### src/rtl/riscv_pkg.sv
// rtl/riscv_pkg.sv - shared RISC-V widths, opcodes and fetch entry type
package riscv_pkg;

    localparam int XLEN = 32;
    localparam logic [XLEN-1:0] RESET_PC = 32'h0000_0000;

    // Major opcodes, instr[6:0]
    localparam logic [6:0] R_TYPE = 7'b0110011;
    localparam logic [6:0] I_TYPE = 7'b0010011;
    localparam logic [6:0] S_TYPE = 7'b0100011;
    localparam logic [6:0] B_TYPE = 7'b1100011;
    localparam logic [6:0] U_TYPE = 7'b0110111;
    localparam logic [6:0] J_TYPE = 7'b1101111;
    localparam logic [6:0] LOAD   = 7'b0000011;

    typedef struct packed {
        logic [XLEN-1:0] instr;
        logic [XLEN-1:0] pc;
    } fetch_entry_t;

endpackage

### src/rtl/riscv_fetch_unit_if.sv
// rtl/riscv_fetch_unit_if.sv - memory, core and redirect channels of the fetch unit
interface riscv_fetch_unit_if #(
    parameter int XLEN = 32
) ();
    logic            mem_req_valid;
    logic            mem_req_ready;
    logic [XLEN-1:0] mem_req_addr;
    logic            mem_resp_valid;
    logic [XLEN-1:0] mem_resp_data;
    logic            instr_valid;
    logic            instr_ready;
    logic [XLEN-1:0] instr;
    logic [XLEN-1:0] instr_pc;
    logic            redirect_valid;
    logic [XLEN-1:0] redirect_pc;

    modport master (
        output mem_req_valid, mem_req_addr, instr_valid, instr, instr_pc,
        input  mem_req_ready, mem_resp_valid, mem_resp_data, instr_ready,
               redirect_valid, redirect_pc
    );

    modport slave (
        input  mem_req_valid, mem_req_addr, instr_valid, instr, instr_pc,
        output mem_req_ready, mem_resp_valid, mem_resp_data, instr_ready,
               redirect_valid, redirect_pc
    );
endinterface

### src/rtl/fetch_fifo.sv
// rtl/fetch_fifo.sv - synchronous FIFO of fetch entries with flush
module fetch_fifo
    import riscv_pkg::*;
#(
    parameter int DEPTH = 4
) (
    input  logic                       clk,
    input  logic                       rst,
    input  logic                       push,
    input  fetch_entry_t               push_data,
    input  logic                       pop,
    input  logic                       flush,
    output fetch_entry_t               head,
    output logic                       empty,
    output logic                       full,
    output logic [$clog2(DEPTH+1)-1:0] count
);
    localparam int PW = $clog2(DEPTH);
    localparam int CW = $clog2(DEPTH+1);

    fetch_entry_t    mem [DEPTH];
    logic [PW-1:0]   rd_ptr;
    logic [PW-1:0]   wr_ptr;
    logic            do_push;
    logic            do_pop;

    // Flush wins over both ports; a full FIFO still accepts a push paired with a pop.
    assign do_pop  = pop && !empty && !flush;
    assign do_push = push && !flush && (!full || do_pop);

    always_ff @(posedge clk) begin
        if (!rst || flush) begin
            rd_ptr <= '0;
            wr_ptr <= '0;
            count  <= '0;
        end else begin
            if (do_push) wr_ptr <= wr_ptr + PW'(1);
            if (do_pop)  rd_ptr <= rd_ptr + PW'(1);
            count <= count + CW'(do_push) - CW'(do_pop);
        end
    end

    always_ff @(posedge clk) begin
        if (rst && do_push) mem[wr_ptr] <= push_data;
    end

    assign head  = mem[rd_ptr];
    assign empty = (count == '0);
    assign full  = (count == CW'(DEPTH));

endmodule

### src/rtl/riscv_fetch_unit.sv
// rtl/riscv_fetch_unit.sv - sequential instruction fetch with credit flow control and redirect flush
module riscv_fetch_unit #(
    parameter int              DEPTH    = 4,
    parameter int              XLEN     = riscv_pkg::XLEN,
    parameter logic [XLEN-1:0] RESET_PC = riscv_pkg::RESET_PC
) (
    input  logic                      clk,
    input  logic                      rst,
    riscv_fetch_unit_if.master        bus
);
    localparam int CW = $clog2(DEPTH+1);

    logic [XLEN-1:0]         fetch_pc;
    logic [XLEN-1:0]         resp_pc;
    logic [XLEN-1:0]         redirect_target;
    logic [CW-1:0]           outstanding;
    logic [CW-1:0]           outstanding_next;
    logic [CW-1:0]           drop_cnt;
    logic [CW-1:0]           fifo_count;
    logic [CW:0]             credit_used;
    logic                    fifo_empty;
    logic                    fifo_full;
    logic                    req_hs;
    logic                    push;
    logic                    pop;
    logic                    unused_redirect_bits;
    riscv_pkg::fetch_entry_t push_entry;
    riscv_pkg::fetch_entry_t head;

    assign redirect_target      = {bus.redirect_pc[XLEN-1:2], 2'b00};
    assign unused_redirect_bits = ^bus.redirect_pc[1:0];

    // Every request holds a FIFO slot from issue until the core pops it, so pushes never overflow.
    assign credit_used       = {1'b0, outstanding} + {1'b0, fifo_count};
    assign bus.mem_req_valid = rst && !bus.redirect_valid && (credit_used < (CW+1)'(DEPTH));
    assign bus.mem_req_addr  = fetch_pc;
    assign req_hs            = bus.mem_req_valid && bus.mem_req_ready;

    assign outstanding_next  = outstanding + CW'(req_hs) - CW'(bus.mem_resp_valid);

    assign push       = rst && bus.mem_resp_valid && !bus.redirect_valid && (drop_cnt == '0);
    assign pop        = bus.instr_valid && bus.instr_ready && !bus.redirect_valid;
    assign push_entry = '{instr: bus.mem_resp_data, pc: resp_pc};

    always_ff @(posedge clk) begin
        if (!rst) begin
            fetch_pc    <= RESET_PC;
            resp_pc     <= RESET_PC;
            outstanding <= '0;
            drop_cnt    <= '0;
        end else begin
            outstanding <= outstanding_next;
            if (bus.redirect_valid) begin
                // Everything still in flight after this edge belongs to the old stream.
                fetch_pc <= redirect_target;
                resp_pc  <= redirect_target;
                drop_cnt <= outstanding_next;
            end else begin
                if (req_hs) fetch_pc <= fetch_pc + XLEN'(4);
                if (push)   resp_pc  <= resp_pc + XLEN'(4);
                if (bus.mem_resp_valid && drop_cnt != '0) drop_cnt <= drop_cnt - CW'(1);
            end
        end
    end

    fetch_fifo #(
        .DEPTH (DEPTH)
    ) u_fifo (
        .clk       (clk),
        .rst       (rst),
        .push      (push),
        .push_data (push_entry),
        .pop       (pop),
        .flush     (bus.redirect_valid),
        .head      (head),
        .empty     (fifo_empty),
        .full      (fifo_full),
        .count     (fifo_count)
    );

    assign bus.instr_valid = !fifo_empty;
    assign bus.instr       = fifo_empty ? '0 : head.instr;
    assign bus.instr_pc    = fifo_empty ? '0 : head.pc;

    no_push_when_full: assert property (@(posedge clk) disable iff (!rst) !(push && fifo_full));

endmodule
### src/flat_wrapper.sv
// flat-port wrapper written by rule: the top's interface ports become plain ports
module riscv_fetch_unit_flat 
#(
    parameter int              DEPTH    = 4,
    parameter int              XLEN     = riscv_pkg::XLEN,
    parameter logic [XLEN-1:0] RESET_PC = riscv_pkg::RESET_PC
)
  (clk, rst, bus_mem_req_valid, bus_mem_req_addr, bus_instr_valid, bus_instr, bus_instr_pc, bus_mem_req_ready, bus_mem_resp_valid, bus_mem_resp_data, bus_instr_ready, bus_redirect_valid, bus_redirect_pc);
  riscv_fetch_unit_if #(.XLEN(XLEN)) bus_i ();
  input  logic clk;
  input  logic rst;
  output wire logic [$bits(bus_i.mem_req_valid)-1:0] bus_mem_req_valid;
  output wire logic [$bits(bus_i.mem_req_addr)-1:0] bus_mem_req_addr;
  output wire logic [$bits(bus_i.instr_valid)-1:0] bus_instr_valid;
  output wire logic [$bits(bus_i.instr)-1:0] bus_instr;
  output wire logic [$bits(bus_i.instr_pc)-1:0] bus_instr_pc;
  input wire logic [$bits(bus_i.mem_req_ready)-1:0] bus_mem_req_ready;
  input wire logic [$bits(bus_i.mem_resp_valid)-1:0] bus_mem_resp_valid;
  input wire logic [$bits(bus_i.mem_resp_data)-1:0] bus_mem_resp_data;
  input wire logic [$bits(bus_i.instr_ready)-1:0] bus_instr_ready;
  input wire logic [$bits(bus_i.redirect_valid)-1:0] bus_redirect_valid;
  input wire logic [$bits(bus_i.redirect_pc)-1:0] bus_redirect_pc;
  assign bus_mem_req_valid = bus_i.mem_req_valid;
  assign bus_mem_req_addr = bus_i.mem_req_addr;
  assign bus_instr_valid = bus_i.instr_valid;
  assign bus_instr = bus_i.instr;
  assign bus_instr_pc = bus_i.instr_pc;
  assign bus_i.mem_req_ready = bus_mem_req_ready;
  assign bus_i.mem_resp_valid = bus_mem_resp_valid;
  assign bus_i.mem_resp_data = bus_mem_resp_data;
  assign bus_i.instr_ready = bus_instr_ready;
  assign bus_i.redirect_valid = bus_redirect_valid;
  assign bus_i.redirect_pc = bus_redirect_pc;
  riscv_fetch_unit #(.DEPTH(DEPTH), .XLEN(XLEN), .RESET_PC(RESET_PC)) u_core (.clk(clk), .rst(rst), .bus(bus_i));
endmodule
### config.mk
export PLATFORM = sky130hd
export DESIGN_NAME = riscv_fetch_unit_flat
export DESIGN_NICKNAME = d
export VERILOG_FILES = /design/src/rtl/riscv_pkg.sv /design/src/rtl/riscv_fetch_unit_if.sv /design/src/rtl/fetch_fifo.sv /design/src/rtl/riscv_fetch_unit.sv /design/src/flat_wrapper.sv
export SDC_FILE = /design/constraint.sdc
export NUM_CORES = 1
export LEC_CHECK = 0
export CORE_MARGIN = 5
export CORE_UTILIZATION = 56
export CTS_CLUSTER_DIAMETER = 30
export DETAILED_ROUTE_END_ITERATION = 6
export PLACE_DENSITY = 0.8
export SETUP_SLACK_MARGIN = 0.02
export SLEW_MARGIN = 40
export SYNTH_ARGS = -nofsm -noshare
export SYNTH_HDL_FRONTEND = slang
export SYNTH_SLANG_ARGS = --single-unit
### constraint.sdc
create_clock -name clk -period 4.5 [get_ports clk]
set_clock_uncertainty 0.2 [all_clocks]
set_input_delay 1.125 -clock clk [delete_from_list [all_inputs] [get_ports clk]]
set_output_delay 1.125 -clock clk [all_outputs]
set_load 0.01 [all_outputs]
**Word-level counts from Yosys, hierarchy flattened**

Memory sizes are Yosys's and may differ from the RTL's. A register that Yosys moved wholly into a read port is not among the register bits.
Index checks and enable logic that the tools add are counted.

- Register bits: 77
- Bits in writable memories: 256
- Input port bits: 70
- Output and inout bits: 98
- Word-level logic and storage cells: 62
- Memories: 1

- $add $sub $neg: 10
- Magnitude comparators: 1
- Equality and inequality tests: 1
- Multiplexer cells: 12
- Bitwise gates (word level): 1
- Reduce and logical (&&, ||, !) cells: 27

Memories:

| memory | words | width | rd ports | clocked after memory_dff | wr ports | RTL line | source |
|---|---|---|---|---|---|---|---|
| u_core.u_fifo.mem | 4 | 64 | 1 | 1 | 1 | fetch_fifo.sv:21 | `fetch_entry_t mem [DEPTH];` |

Operator list:

| cell | count |
|---|---|
| $mux 32 | 6 |
| $add 32x3->32 const B | 2 |
| $logic_and 1x1->1 | 14 |
| $add 3x1->3 | 2 |
| $logic_not 3->1 | 2 |
| $mux 3 | 2 |
| $reduce_bool 2->1 | 3 |
| $sub 3x1->3 | 2 |
| $add 2x1->2 const B | 2 |
| $add 3x3->4 | 1 |
| $logic_not 1->1 | 4 |
| $lt 4x3->1 const B | 1 |
| $mux 2 | 2 |
| $eq 3x3->1 const B | 1 |
| $reduce_bool 3->1 | 1 |
| $sub 3x1->3 const B | 1 |
| $logic_or 1x1->1 | 2 |
| $mux 1 | 2 |
| $reduce_or 2->1 | 1 |
| $not 1->1 | 1 |

**Depth between registers and ports, before layout**

- Word-level depth: 11
- Mapped depth: 14
- Depth with buffers taken out: 13

**Hierarchy**

Synthesis repeated with hierarchy kept, for this count alone.

- Cell total of the unflattened synthesis: 928
- Area, all modules: 14033.5 sq um

Modules (own cells, without submodules):

| module | times used | cells an instance | area each (sq um) | sequential area each (sq um) |
|---|---|---|---|---|
| fetch_fifo | 1 | 385 | 9810.7 | 7867.5 |
| riscv_fetch_unit | 1 | 543 | 4222.8 | 1321.3 |

**Worst setup path after synthesis**

No wires, ideal clock.

- Path kind: input -> register
- Start point: input rst
- End point: memory u_core.u_fifo.mem[1][10] (netlist bit), enable pin
- Setup time: 0.426 ns
- Arrival: 3.594 ns
- Data required time: 3.874 ns
- Slack: 0.280 ns
- Stages on the path: 6
- Buffers on the path: 2
- Path through: buf_2 nor2b_1 buf_2 nand2_1 a31oi_1 and2_1

- Word-level cells in the longest chain between the ends: 8

RTL lines:

| item | RTL line | source |
|---|---|---|
| from (decl) | flat_wrapper.sv:11 | `input logic rst;` |
| $logic_and 1x1->1 (3 in a row) | riscv_fetch_unit.sv:41 | `assign push = rst && bus.mem_resp_valid && !bus.redirect_valid && (drop_cnt == '0);` |
| $logic_and 1x1->1 (2 in a row) | fetch_fifo.sv:29 | `assign do_push = push && !flush && (!full \|\| do_pop);` |
| $logic_and 1x1->1 * | fetch_fifo.sv:44 | `if (rst && do_push) mem[wr_ptr] <= push_data;` |
| $mux 1 * | fetch_fifo.sv:44 |  |
| $mux 1 (not written as such) * | fetch_fifo.sv:44 |  |
| to (decl) | fetch_fifo.sv:21 |  |

Every way passes the cells marked *; elsewhere a longest branch is shown, timed or not.

**Worst setup path in the final report**

- Start point: input rst
- End point: output bus_mem_req_valid

- Word-level cells in the longest chain between the ends: 2

RTL lines:

| item | RTL line | source |
|---|---|---|
| $logic_and 1x1->1 (2 in a row) | riscv_fetch_unit.sv:35 | `assign bus.mem_req_valid = rst && !bus.redirect_valid && (credit_used < (CW+1)'(DEPTH));` |
| to (decl) | flat_wrapper.sv:12 | `output wire logic [$bits(bus_i.mem_req_valid)-1:0] bus_mem_req_valid;` |

Every way passes these cells.

==> qor.yml <==
status: "complete, no violations"
grt_pass1_wl_um: 50600
r2r_start: "u_core.u_fifo.count[1]"
switching_share_pct: 22.4
setup_viol: 0
ys_seq_area_share_pct: 65.9
drive_gt1_share_pct: 16.6
synth.ff_latch_count: 323
p_seq_share_pct: 43.7
dpl_worst_slack_ns: 0.202
endpoint_kind: "primary output"
pin_count: 168
relSlewSlack_pct: 54.4
finalWirelength_um: 31800
ctsResizeCount: 0
gp_congestion: 0.904
combPwrFrac_pct: 6.9
synth_top_area_cell: "edfxtp_1"
htreeDepth: 2
grt_use_total_pct: 23.0
firstDrtPassIters: 7
crit_arrival_ns: 2.84
ant_nets: 0
yosysUniqueCellTypes: 62
drc: 0
antenna_found_initial: 0
synth.top_cells.by_area: "edfxtp_1 55%, dfxtp_1 11%, mux4_2 10%, nor2b_1 2.9%, a21oi_1 1.9%"
rrSetupSlack_ns: 1.50
hold_path.class: "reg -> reg"
cts_tree: "built"
clkPwrFrac_pct: 49.4
critPathRequiredTime_ns: 3.17
drtIter0Drc: 640
synth-edff-count: 248
dpl-instance-area_sq_mm: 0.0156
numCtsBuffers: 48
finalMaxSlewViolations: 0
fp.dieArea_sq_mm: 0.0275
crit_end: "bus_mem_req_valid"
crit_type: "in -> out"
leakagePower_nw: 5.66
viasPerCell: 5.89
setup_tns_ns: 0
fin_ws_ns: 0.333
hold_slack_ns: 0.327
r2r_cells: 10
startpoint_type: "primary input"
clk_pin_slew_ns: 0.05
area_delta_synth_final_pct: 27.8
clock-root-buffer: "clkbuf_16"
grt_setup_unrepaired: "no"
final_area_sq_mm: 0.0173
p_switching_mw: 1.74
worstPathMaxFanout: 7
synth_warnings: 0
grt_pass1_vias: 8862
max_freq_mhz: 240
synth_top_area_share_pct: 54.8
drv_cap: 0
tightest_slew_ns: 0.678
async_reset_ff_share_pct: 0
grt_max_degree: 65
insertedDiodeCount: 0
syn_inst: 924
cp-startpoint: "rst"
initial_core_util_pct: 56.3
nets: 1195
finalCritPeriodShare_pct: 92.6
internal-power_mw: 6.05
core_sq_mm: 0.0241
avgSynthCellArea_sq_um: 14.7
fp.dieH_um: 166
fill_cells: 1536
portBuffers: 161
netlist_area_sq_mm: 0.0136
finalCriticalPeriod_ns: 4.17
clock_latency_ns: 0.54
ctsHoldBuffers: 0
cts_buffer_depth: 3
post_cts_buffers: 0
cts.sinks: 323
chipWidth_um: 166
synth_top_flop_cell: "edfxtp_1"
rows: 57
dpl.hpwl_um: 19100
p_per_area_mw_per_mm2: 449
peakVddDrop_v: 0.000310
crit-reg2reg-capture: "u_core.drop_cnt[2]"
synthTopCellsByCount: "248 x edfxtp_1, 75 x dfxtp_1, 63 x nor2b_1"
vias: 8670
synth.most_common_cell: "edfxtp_1"
finalHoldViolations: 0
overflow: 0
wl_per_cell_um: 21.6
-- critical path: stages --
cell and delay, ns:
clkdlybuf4s50_1 0.48, nor2b_1 0.46, and3_1 0.24, clkdlybuf4s50_1 0.53
-- sequential cells by signal (all words and copies together), names as in the netlist, named ones only --
register and count:
u_core.u_fifo.wr_ptr 2, u_core.outstanding 3, u_core.resp_pc 30, u_core.u_fifo.rd_ptr 2
u_core.u_fifo.mem 248, u_core.u_fifo.count 3, u_core.bus.mem_req_addr 30, u_core.drop_cnt 3
-- cell type report --
class | instances | area, sq um | area share (%)
tap | 324 | 405 | 2.34
timing repair buffer | 184 | 1860 | 10.7
multi-input combinational | 528 | 4340 | 25.0
sequential | 323 | 8950 | 51.6
clock inverter | 34 | 429 | 2.47
inverter | 24 | 90.1 | 0.519
clock buffer | 56 | 1270 | 7.34
-- cell usage in the layout (no fill, tap or decap), drive strengths merged, types with 26 or more instances in the layout --
master         netlist  final
nand3               26     26
a21oi               51     51
clkbuf              36     56
nor2                35     35
edfxtp             248    248
nor2b               63     63
mux4                62     62
xnor2               26     26
o21ai               31     31
inv                 24     38
nand2               51     51
dfxtp               75     75
clkdlybuf4s50        0    161
-- metrics by stage --
stage          power (mW)  utilization, %  cells
3_3_place_gp         3.98            64.9   1383
4_1_cts              7.85            72.0   1473
2_1_floorplan        3.73               -    927
3_5_place_dp         3.99            64.9   1383
6_report             7.80            72.0   1473
5_1_grt              8.08            72.0   1473
-- power groups by stage --
stage                     logic (mW)  registers [mW]  clock network, mW
after floorplan                0.290            3.44                  0
after global placement         0.524            3.45                  0
after detailed placement       0.534            3.46                  0
after CTS                      0.542            3.40               3.91
after global routing           0.589            3.42               4.08
final                          0.539            3.41               3.85
-- per-layer routing --
layer  wire, um  share of wire [%]  track usage (%)
met5          0                  0                0
met4        550                1.7             5.74
met2      15600                 49             37.3
met3       2690                8.5             5.39
met1      13000                 41             32.1
-- cell families (layout without fill, tap and decap cells) --
family,count (synthesis),after routing,synth area share (%)
multiplexers,70,70,10.9
adder cells (fa/ha/maj),16,16,1.58
XOR/XNOR,43,43,2.77
buffers and inverters,76,298,2.36
AO/OA/AOI/OAI,124,124,5.43
flip-flops,323,323,65.9
AND/OR/NAND/NOR,271,271,11.0
other,1,4,0.0276
-- worst min-delay path by stage --
| stage | depth (start not counted) | end | from | slack [ns] |
|---|---|---|---|---|
| 3_3_place_gp | 2 | u_core.bus.mem_req_addr[7] | u_core.bus.mem_req_addr[7] | 0.31 |
| 2_1_floorplan | 0 | u_core.u_fifo.mem[0][10] | u_core.resp_pc[10] | 0.26 |
| 5_1_grt | 0 | u_core.u_fifo.mem[1][9] | u_core.resp_pc[9] | 0.35 |
| 4_1_cts | 2 | u_core.bus.mem_req_addr[7] | u_core.bus.mem_req_addr[7] | 0.33 |
| 3_5_place_dp | 2 | u_core.bus.mem_req_addr[7] | u_core.bus.mem_req_addr[7] | 0.32 |
| 6_report | 2 | u_core.bus.mem_req_addr[7] | u_core.bus.mem_req_addr[7] | 0.33 |
Power figures use the tool's default switching activity.
